### src/rtl/seven_seg_scanner.sv
// Four-digit multiplexed seven-segment scanner with frame-synchronous display update.
// Optional leading-zero blanking is enabled by defining LEADING_ZERO_BLANK_EN.
module seven_seg_scanner #(
    parameter int unsigned REFRESH_DIV = 50000
) (
    input  logic       clk,
    input  logic       rst,
    input  logic [3:0] thousands,
    input  logic [3:0] hundreds,
    input  logic [3:0] tens,
    input  logic [3:0] ones,
    input  logic       load,
    output logic [6:0] seg,
    output logic [3:0] an,
    output logic       frame_done
);

    localparam int unsigned CW = $clog2(REFRESH_DIV);
    localparam logic [CW-1:0] TC = CW'(REFRESH_DIV - 1);

    typedef enum logic [1:0] {SLOT0, SLOT1, SLOT2, SLOT3} slot_t;

    slot_t         slot, slot_nxt;
    logic [CW-1:0] cnt, cnt_nxt;
    logic          at_tc;
    logic          wrap;
    logic [15:0]   pending;
    logic [15:0]   display;
    logic          pend_valid;
    logic [15:0]   digits_in;
    logic [3:0]    digit;
    logic [3:0]    an_nxt;
    logic [6:0]    seg_code;
    logic [6:0]    seg_nxt;

    function automatic logic [6:0] decode(input logic [3:0] d);
        case (d)
            4'd0:    decode = 7'b1000000;
            4'd1:    decode = 7'b1111001;
            4'd2:    decode = 7'b0100100;
            4'd3:    decode = 7'b0110000;
            4'd4:    decode = 7'b0011001;
            4'd5:    decode = 7'b0010010;
            4'd6:    decode = 7'b0000010;
            4'd7:    decode = 7'b1111000;
            4'd8:    decode = 7'b0000000;
            4'd9:    decode = 7'b0010000;
            default: decode = 7'b0111111;
        endcase
    endfunction

    assign digits_in = {thousands, hundreds, tens, ones};

    always_comb begin
        at_tc    = (cnt == TC);
        cnt_nxt  = at_tc ? '0 : cnt + 1'b1;
        slot_nxt = slot;
        if (at_tc) begin
            case (slot)
                SLOT0:   slot_nxt = SLOT1;
                SLOT1:   slot_nxt = SLOT2;
                SLOT2:   slot_nxt = SLOT3;
                SLOT3:   slot_nxt = SLOT0;
                default: slot_nxt = SLOT0;
            endcase
        end
        wrap = at_tc && (slot == SLOT3);
    end

    // Anode and cathode are both derived from the current slot so they register on the same edge.
    always_comb begin
        an_nxt = 4'b1111;
        digit  = '0;
        case (slot)
            SLOT0:   begin an_nxt = 4'b1110; digit = display[3:0];   end
            SLOT1:   begin an_nxt = 4'b1101; digit = display[7:4];   end
            SLOT2:   begin an_nxt = 4'b1011; digit = display[11:8];  end
            SLOT3:   begin an_nxt = 4'b0111; digit = display[15:12]; end
            default: begin an_nxt = 4'b1111; digit = '0;             end
        endcase
        seg_code = decode(digit);
    end

`ifdef LEADING_ZERO_BLANK_EN
    logic blank;

    // A digit is a leading zero when it and every more-significant digit are zero.
    always_comb begin
        blank = 1'b0;
        case (slot)
            SLOT1:   blank = (display[15:4] == '0);
            SLOT2:   blank = (display[15:8] == '0);
            SLOT3:   blank = (display[15:12] == '0);
            default: blank = 1'b0;
        endcase
        seg_nxt = blank ? '1 : seg_code;
    end
`else
    always_comb begin
        seg_nxt = seg_code;
    end
`endif

    always_ff @(posedge clk or posedge rst) begin
        if (rst) begin
            cnt        <= '0;
            slot       <= SLOT0;
            pending    <= '0;
            pend_valid <= 1'b0;
            display    <= '0;
            an         <= '1;
            seg        <= '1;
            frame_done <= 1'b0;
        end else begin
            cnt        <= cnt_nxt;
            slot       <= slot_nxt;
            an         <= an_nxt;
            seg        <= seg_nxt;
            frame_done <= wrap;
            if (load) begin
                pending <= digits_in;
            end
            // A load on the boundary edge bypasses pending straight into the display.
            if (wrap) begin
                if (load) begin
                    display <= digits_in;
                end else if (pend_valid) begin
                    display <= pending;
                end
                pend_valid <= 1'b0;
            end else if (load) begin
                pend_valid <= 1'b1;
            end
        end
    end

endmodule

### config.mk
export PLATFORM = sky130hd
export DESIGN_NAME = seven_seg_scanner
export DESIGN_NICKNAME = d
export VERILOG_FILES = /design/src/rtl/seven_seg_scanner.sv
export SDC_FILE = /design/constraint.sdc
export NUM_CORES = 1
export LEC_CHECK = 0
export ABC_AREA = 1
export BUFFER_PORTS_ARGS = -buffer_cell sky130_fd_sc_hd__buf_4
export CAP_MARGIN = 20
export CORE_ASPECT_RATIO = 1.75
export CORE_MARGIN = 2
export CORE_UTILIZATION = 55
export CTS_BUF_LIST = sky130_fd_sc_hd__clkbuf_8
export CTS_CLUSTER_DIAMETER = 40
export DETAILED_ROUTE_END_ITERATION = 10
export PLACE_DENSITY = 0.78
export SYNTH_ARGS = -nofsm -noshare
export SYNTH_HDL_FRONTEND = slang
export SYNTH_SLANG_ARGS = --single-unit
### constraint.sdc
create_clock -name clk -period 2.05 [get_ports clk]
set_input_delay 0.41 -clock clk [delete_from_list [all_inputs] [get_ports clk]]
set_output_delay 0.41 -clock clk [all_outputs]
set_load 0.05 [all_outputs]
==> flow_summary.ini, run 1 <==
[synthesis]
mappedNetlistArea_um2 = 2960
ys.flop_type = dfrtp_1
synth_cell_types = 28
yosysMostFrequentCell = nand2_1
synth_area_leaders = dfrtp_1 44%, nand2_1 18%, dfstp_2 9.8%
synth_common_cells = 144 x nand2_1, 52 x dfrtp_1, 32 x inv_1
synth_xor_area_share_pct = 1.19
yosysWarningCount = 0
synthArstFlopShare_pct = 100
synth_top_area_share_pct = 44.0
yosysSeqAreaShare_pct = 53.8
ys_ff_latch = 63
yosys.area.top_type = dfrtp_1
syn_inst = 355
synth_compound_area_share_pct = 2.67
avgSynthCellArea_um2 = 8.32
syn_nets = 382
synth_top_family_by_area = simple AND/OR/NAND/NOR gates
synth_edf_count = 0
synthSimpleGateAreaFrac_pct = 32.0
synthMuxAreaShare_pct = 0
synthAdderAreaFrac_pct = 3.39

[floorplan]
std_cell_rows = 35
dieArea_um2 = 6000
core_area_um2 = 5210
io_pins = 31
die_y_um = 101
die_w_um = 59.4
start_util_pct = 56.7

[cts]
cts_root_buffer = clkbuf_8
cts_setup_buffers = 0
cts_max_level = 3
cts_resized = 0
hold_buffers = 0
cts_buffers = 9
clkTransAtPathRegs_ns = 0.07
clk_latency_ns = 0.33
cts.sinks = 63
cts_buffer_depth = 2
cts_tree = yes

[outcome]
status = finished, final reports clean

[grt]
grt_pass1_wl_um = 10100
grt_max_degree = 64
met1_usage_pct = 24.7
grt.total_usage_pct = 22.2
grt.met2_usage_pct = 37.6
grt_busiest_layer = met2
first_global_vias = 2405
grt_overflow = 0
antenna_found_initial = 0
grt_use_met3_pct = 4.24

[setup_path]
startpoint_type = register
cp_data_required_time_ns = 2.32
critical_path_class = register to register
worstPathArrival_ns = 2.10
critical_path.max_fanout = 10
end_kind = register

[routing]
num_vias = 2348
wl_per_cell_um = 12.5
drt-initial-drc-count = 65
ant_nets = 0
first_pass_iters = 4
routed_via_density = 5.21
drc_errors = 0
drt-total-wl_um = 5650

[power]
power.total_mw = 2.65
leakage_nw = 1.93
ir_drop_mv = 0.473
power_density_nw_per_um2 = 764

[timing]
rsz0062_at_grt = false
setup-violations-final = 0
max_slew.worst_pin.slew_ns = 0.457
drv_slew = 0
hold_viol = 0
fmax_mhz = 548
finalCritPeriodShare_pct = 89.0
finalClockSkew_ns = 0.00530
layout_min_cycle_time_ns = 1.82
slew_headroom_pct = 69.5
setup_tns_ns = 0

[layout]
area_growth_pct = 17.6
antenna_cells = 0
fin_nets = 418
final_cells = 451
drive_gt1_share_pct = 19.2

[hold_path]
min_path_type = input port to async pin

[placement]
place.gp.congestion = 0.921
dp.cells = 435
port_buffers = 30
hpwl_um = 4070

[job]
cap_viol_max_count = 0
-- area by class of cell --
type | instances | area (µm²)
Multi-Input combinational cell | 245 | 1160
Clock inverter | 6 | 101
Fill cell | 443 | 1740
Timing Repair Buffer | 35 | 275
Tap cell | 55 | 68.8
Inverter | 37 | 139
Sequential cell | 63 | 1590
Clock buffer | 10 | 138
-- placed cells by master (no fill, tap or decap) --
master,count
a21oi_1,4
a31oi_1,1
buf_12,1
buf_4,34
bufinv_16,3
clkbuf_8,10
dfrtp_1,52
dfstp_2,11
ha_1,7
ha_2,1
inv_1,34
inv_2,6
nand2_1,144
nand2_2,2
nand3_1,11
nand3_4,1
nand3b_1,1
nand4_1,19
nor2_1,28
nor2_2,2
nor2_8,1
nor3_1,7
nor3_2,1
o21ai_0,6
o21ai_2,1
o21bai_1,1
o22ai_1,1
or2_2,2
xor2_1,4
-- layer usage --
metal	wire (µm)	share of wire (%)
met1	2280	40
met2	3000	53
met3	146	2.6
met4	225	4.0
met5	0	0
-- flip-flops by register name, indices dropped and copies added, names as in the netlist --
register and flops:
seg 7, an 4, pending 16, display 16
pend_valid 1, frame_done 1, slot 2, cnt 16
-- metrics by stage --
step	worst slack (ns)	utilization [%]	hold slack, ns	instance area [µm²]
6_report	0.225	66.7	0.135	3480
5_1_grt	0.0346	66.7	0.168	3480
4_1_cts	0.167	66.6	0.147	3470
3_5_place_dp	0.196	62.0	0.454	3230
3_3_place_gp	0.270	62.0	0.448	3230
2_1_floorplan	0.0885	-	0.431	2960
-- final timing paths --
path | endpoint | slack, ns | cells after the start | from
worst max-delay path | seg[3] | 0.23 | 11 | slot[0]
worst min-delay path | pending[0] | 0.13 | 3 | rst
worst max register to register | seg[3] | 0.23 | 11 | slot[0]
worst min register to register | cnt[0] | 0.46 | 1 | cnt[0]
max in group asynchronous | seg[5] | 1.61 | 3 | rst
min in group clk | pending[2] | 0.30 | 3 | ones[2]
-- power by group --
part | switching [mW] | internal, mW | leakage (nW)
clock | 0.448 | 0.828 | 0.130
sequential | 0.00694 | 1.27 | 0.793
combinational | 0.0612 | 0.0386 | 1.01
-- worst max-delay path, cell delays in order (launching register included) --
cell and delay [ns]:
dfrtp_1 0.39, inv_1 0.08, ha_1 0.22, inv_2 0.14
nand2_1 0.09, o21bai_1 0.28, ha_1 0.29, inv_1 0.07
nand2_1 0.05, nand2_1 0.06, nand2_1 0.04, nand2_1 0.05
-- logic make-up (layout without fill, tap and decap cells) --
logic type / Yosys count / after routing
compound gates: 14 / 14
xor+xnor: 4 / 4
fa+ha+maj: 8 / 8
buf+inv: 47 / 88
flops: 63 / 63
simple gates: 219 / 219
Power figures use the tool's default switching activity.
==> run 2: changes to the inputs <==
==> constraint.sdc (replaced) <==
create_clock -name clk -period 2.05 [get_ports clk]
set_input_delay 0.205 -clock clk [delete_from_list [all_inputs] [get_ports clk]]
set_output_delay 0.205 -clock clk [all_outputs]
set_load 0.05 [all_outputs]
==> flow_summary.ini, run 2 (synthesis gave the netlist of run 1 again) <==
[setup_path]
end_kind = register
cp_num_buf_inv = 4
worst_path_max_delay_cell = dfrtp_1
critical_path_class = register to register
r2r_start = slot[0]
worstPathArrival_ns = 2.04
critical_path.max_fanout = 10
crit_chain = inv_1 -> ha_1 -> inv_2 -> nor2_1 -> nor2_2 -> inv_1 -> ha_1 -> inv_1 -> nand2_1 -> nand2_1 -> nand2_1 -> nand2_1
crit-reg2reg-capture = seg[3]
crit_family = adder cells
reg2reg_slack_ns = 0.28
r2r_cells = 12
cp.depth = 12
cpMostUsedCell = nand2_1
startpoint_type = register
critical-path-max-stage-delay_ns = 0.39
cp_data_required_time_ns = 2.32

[grt]
grt_max_degree = 24
grt.total_usage_pct = 22.1
grt_pass1_wl_um = 9830
first_global_vias = 2313
grt_overflow = 0
antenna_found_initial = 0

[floorplan]
std_cell_rows = 35
die_w_um = 59.4
dieArea_um2 = 6000
core_area_um2 = 5210
die_y_um = 101
io_pins = 31
start_util_pct = 56.7

[power]
power.total_mw = 2.53
leakage_nw = 1.92
power_density_nw_per_um2 = 730
ir_drop_mv = 0.570

[timing]
setup_tns_ns = 0
layout_min_cycle_time_ns = 1.77
finalCritPeriodShare_pct = 86.6
max_slew.worst_pin.slew_ns = 0.471
setup-violations-final = 0
rsz0062_at_grt = false
finalClockSkew_ns = 0.0100
hold_viol = 0
slew_headroom_pct = 68.6
drv_slew = 0
fmax_mhz = 564

[cts]
cts_buffer_depth = 2
cts.sinks = 63
cts_tree = yes
clk_latency_ns = 0.33
cts_max_level = 3
cts_buffers = 9
cts_root_buffer = clkbuf_8
clkTransAtPathRegs_ns = 0.07

[layout]
final_common_cell = nand2_1
fill_cells = 420
fin_nets = 420
drive_gt1_share_pct = 19.6
top_regs = cnt: 16 flops, display: 16 flops, pending: 16 flops
area_growth_pct = 17.4
antenna_cells = 0
final_area_um2 = 3470
mostFrequentLayoutCells = 144 x nand2_1, 52 x dfrtp_1, 35 x buf_4, 33 x inv_1, 28 x nor2_1

[routing]
drt-total-wl_um = 5730
routed_via_density = 5.15
num_vias = 2328
first_pass_iters = 4
drt-initial-drc-count = 54
drc_errors = 0
ant_nets = 0
wl_per_cell_um = 12.7

[hold_path]
worstHoldStart = ones[1]
hold_end = pending[1]
min_path_type = input port to register
hold_depth = 3

[outcome]
status = finished, final reports clean

[placement]
hpwl_um = 4250
place.gp.congestion = 0.896
port_buffers = 30
placed_area_um2 = 3240

[job]
cap_viol_max_count = 0
==> run 2: changes by cell type in the layout (fill, tap and decap cells not counted) <==
cell,change
o21bai_1,-1
bufinv_16,-1
buf_4,+1
dlygate4sd3_1,+1
o21bai_2,+1
clkinvlp_4,+1
inv_1,-1
==> run 2: worst max-delay path by stage <==
stage                       start     end  slack (ns)
after floorplan               rst  cnt[0]        0.29
after global placement    slot[0]  seg[3]        0.26
after detailed placement  slot[0]  seg[3]        0.18
after CTS                 slot[0]  seg[3]        0.16
after global routing      slot[1]  seg[3]        0.04
final                     slot[0]  seg[3]        0.28
==> run 2: repair_timing <==
action | 4_1_cts | 5_1_grt
resized for setup | 0 | 3
endpoints found under the hold margin | 13 | 0
hold buffers | 1 | 0
endpoints found under the setup margin | 0 | 2
setup buffers | 0 | 0
==> run 2: layer usage <==
metal	GRT usage [%]	wire, µm
met5	0	0
met4	11.5	161
met3	5.01	154
met2	38.7	3180
met1	23.7	2230
==> run 2: report_power, final <==
group | internal (mW) | switching, mW | leakage [nW] | total (mW)
Sequential | 1.27 | 0.00728 | 0.793 | 1.28
Clock | 0.702 | 0.448 | 0.111 | 1.15
Combinational | 0.0421 | 0.0627 | 1.01 | 0.105
Total | 2.02 | 0.518 | 1.92 | 2.53
==> run 2: through the flow <==
step | util, % | hold slack (ns) | worst slack, ns | cells
2_1_floorplan | - | 0.337 | 0.293 | 355
3_3_place_gp | 62.2 | 0.205 | 0.257 | 436
3_5_place_dp | 62.2 | 0.211 | 0.178 | 436
4_1_cts | 66.4 | 0.0916 | 0.156 | 452
5_1_grt | 66.6 | 0.0982 | 0.0396 | 452
6_report | 66.6 | 0.106 | 0.275 | 452
==> run 2: worst register-to-register path, cell delays in order, from the launching register on <==
cell     delay (ns)
dfrtp_1        0.39
inv_1          0.08
ha_1           0.22
inv_2          0.14
nor2_1         0.07
nor2_2         0.17
inv_1          0.11
ha_1           0.28
inv_1          0.06
nand2_1        0.05
nand2_1        0.06
nand2_1        0.05
nand2_1        0.05
==> run 2: final cells by class <==
type                    count  area, µm²  share of cell area, %
flip-flops and latches     63       1590                   45.8
multi-input cells         245       1170                   33.6
repair buffers             37        293                   8.44
inverters                  37        139                   4.00
clock buffers              10        138                   3.97
clock inverters             5       75.1                   2.16
well taps                  55       68.8                   1.98
==> run 3: changes to the inputs <==
Settings changed: CORE_ASPECT_RATIO 1.75 to not set.
==> flow_summary.ini, run 3 (synthesis gave the netlist of run 1 again) <==
[setup_path]
worst_path_max_delay_cell = dfrtp_1
critical-path-max-stage-delay_ns = 0.40
crit_start = slot[0]
critical_path.max_fanout = 10
end_kind = register
r2r_cells = 11
worstPathArrival_ns = 2.13
crit_chain = inv_1 -> ha_1 -> inv_2 -> nand2_1 -> o21bai_1 -> ha_1 -> inv_1 -> nand2_1 -> nand2_1 -> nand2_1 -> nand2_1
cp_data_required_time_ns = 2.34
critical_path_class = register to register
startpoint_type = register
r2r_start = slot[0]
cpMostUsedCell = nand2_1

[grt]
grt_pass1_wl_um = 10100
grt_max_degree = 42
grt_busiest_layer = met2
grt_overflow = 0
grt_use_met3_pct = 7.65
met1_usage_pct = 26.1
first_global_vias = 2345
antenna_found_initial = 0
grt.total_usage_pct = 21.6
grt.met2_usage_pct = 35.7

[timing]
finalClockSkew_ns = 0.0101
setup-violations-final = 0
max_slew.worst_pin.slew_ns = 0.461
setup_tns_ns = 0
whs_ns = 0.0859
slew_headroom_pct = 69.2
rsz0062_at_grt = false
finalCritPeriodShare_pct = 89.9
fmax_mhz = 543
hold_viol = 0
drv_slew = 0
layout_min_cycle_time_ns = 1.84
fin_ws_ns = 0.207

[placement]
placed_area_um2 = 3240
hpwl_um = 3900
dp_slack_ns = 0.170
port_buffers = 30
place.gp.congestion = 0.834

[power]
p_int_mw = 2.05
ir_drop_mv = 0.739
power_density_nw_per_um2 = 741
pwr-share-clk_pct = 46.5
netSwitchingFraction_pct = 20.5
power.total_mw = 2.58
p_switching_mw = 0.527
leakage_nw = 1.92
combPwrFrac_pct = 3.9
power_frac_seq_pct = 49.6

[job]
cap_viol_max_count = 0

[layout]
final_area_um2 = 3480
top_regs = cnt: 16 flops, display: 16 flops, pending: 16 flops
antenna_cells = 0
fin_nets = 418
final_common_cell = nand2_1
area_growth_pct = 17.7
drive_gt1_share_pct = 18.9
mostFrequentLayoutCells = 144 x nand2_1, 52 x dfrtp_1, 33 x inv_1, 33 x buf_4, 28 x nor2_1

[floorplan]
io_pins = 31
die_w_um = 77.3
die_y_um = 77.3
core_area_um2 = 5140
std_cell_rows = 26
dieArea_um2 = 5980
start_util_pct = 57.5

[routing]
ant_nets = 0
wl_per_cell_um = 11.7
drt-initial-drc-count = 115
first_pass_iters = 6
num_vias = 2270
drc_errors = 0
routed_via_density = 4.87
drt-total-wl_um = 5470

[outcome]
status = finished, final reports clean

[cts]
cts.sinks = 63
cts_buffer_depth = 2
cts_tree = yes
clkTransAtPathRegs_ns = 0.07
cts_root_buffer = clkbuf_8
clk_latency_ns = 0.35
cts_max_level = 3
cts_buffers = 9
cts_setup_buffers = 0

[hold_path]
hold_depth = 3
min_path_type = input port to register
worstHoldStart = thousands[2]
[run 3: layout make-up]
class,count,area [µm²]
inverters,37,139
flip-flops and latches,63,1590
clock buffers,11,151
clock inverters,5,72.6
well taps,70,87.6
repair buffers,35,278
fillers,437,1660
multi-input cells,245,1160
[run 3: power groups by stage]
stage / combinational, mW / clock, mW / sequential, mW
CTS: 0.103 / 1.22 / 1.28
detailed placement: 0.101 / 0 / 1.30
global placement: 0.0991 / 0 / 1.30
floorplan: 0.0561 / 0 / 1.30
global route: 0.118 / 1.27 / 1.28
finish: 0.100 / 1.20 / 1.28
[run 3: worst max-delay path: cells and delay by family (launching register included)]
kind	cells	cell delay, ns
AO/OA/AOI/OAI	1	0.29
adder cells (fa/ha/maj)	2	0.51
flip-flops	1	0.40
AND/OR/NAND/NOR	5	0.30
buffers and inverters	3	0.28
[run 3: repair_timing]
| action | in CTS | in global routing |
|---|---|---|
| resized for setup | 0 | 1 |
| hold endpoints to repair | 12 | 0 |
| hold buffers | 1 | 0 |
| endpoints found under the setup margin | 0 | 2 |
[run 3: path summary, 6_finish.rpt]
| path | endpoint | slack (ns) |
|---|---|---|
| max | seg[3] | 0.21 |
| min | pending[14] | 0.09 |
| max reg2reg | seg[3] | 0.21 |
| min reg2reg | cnt[0] | 0.46 |
| max in group asynchronous | an[3] | 1.00 |
| min in group asynchronous | display[6] | 0.43 |
[run 3: layer usage]
layer,up-vias,part of all wire [%]
met2,44,48
met3,13,4.5
met1,1033,46
met5,-,0
met4,0,2.0
li1,1180,-
[run 3: through the flow]
stage          utilization [%]  instances
6_report                  67.7        466
5_1_grt                   67.7        466
4_1_cts                   67.6        466
3_5_place_dp              63.1        449
3_3_place_gp              63.1        449
2_1_floorplan                -        355
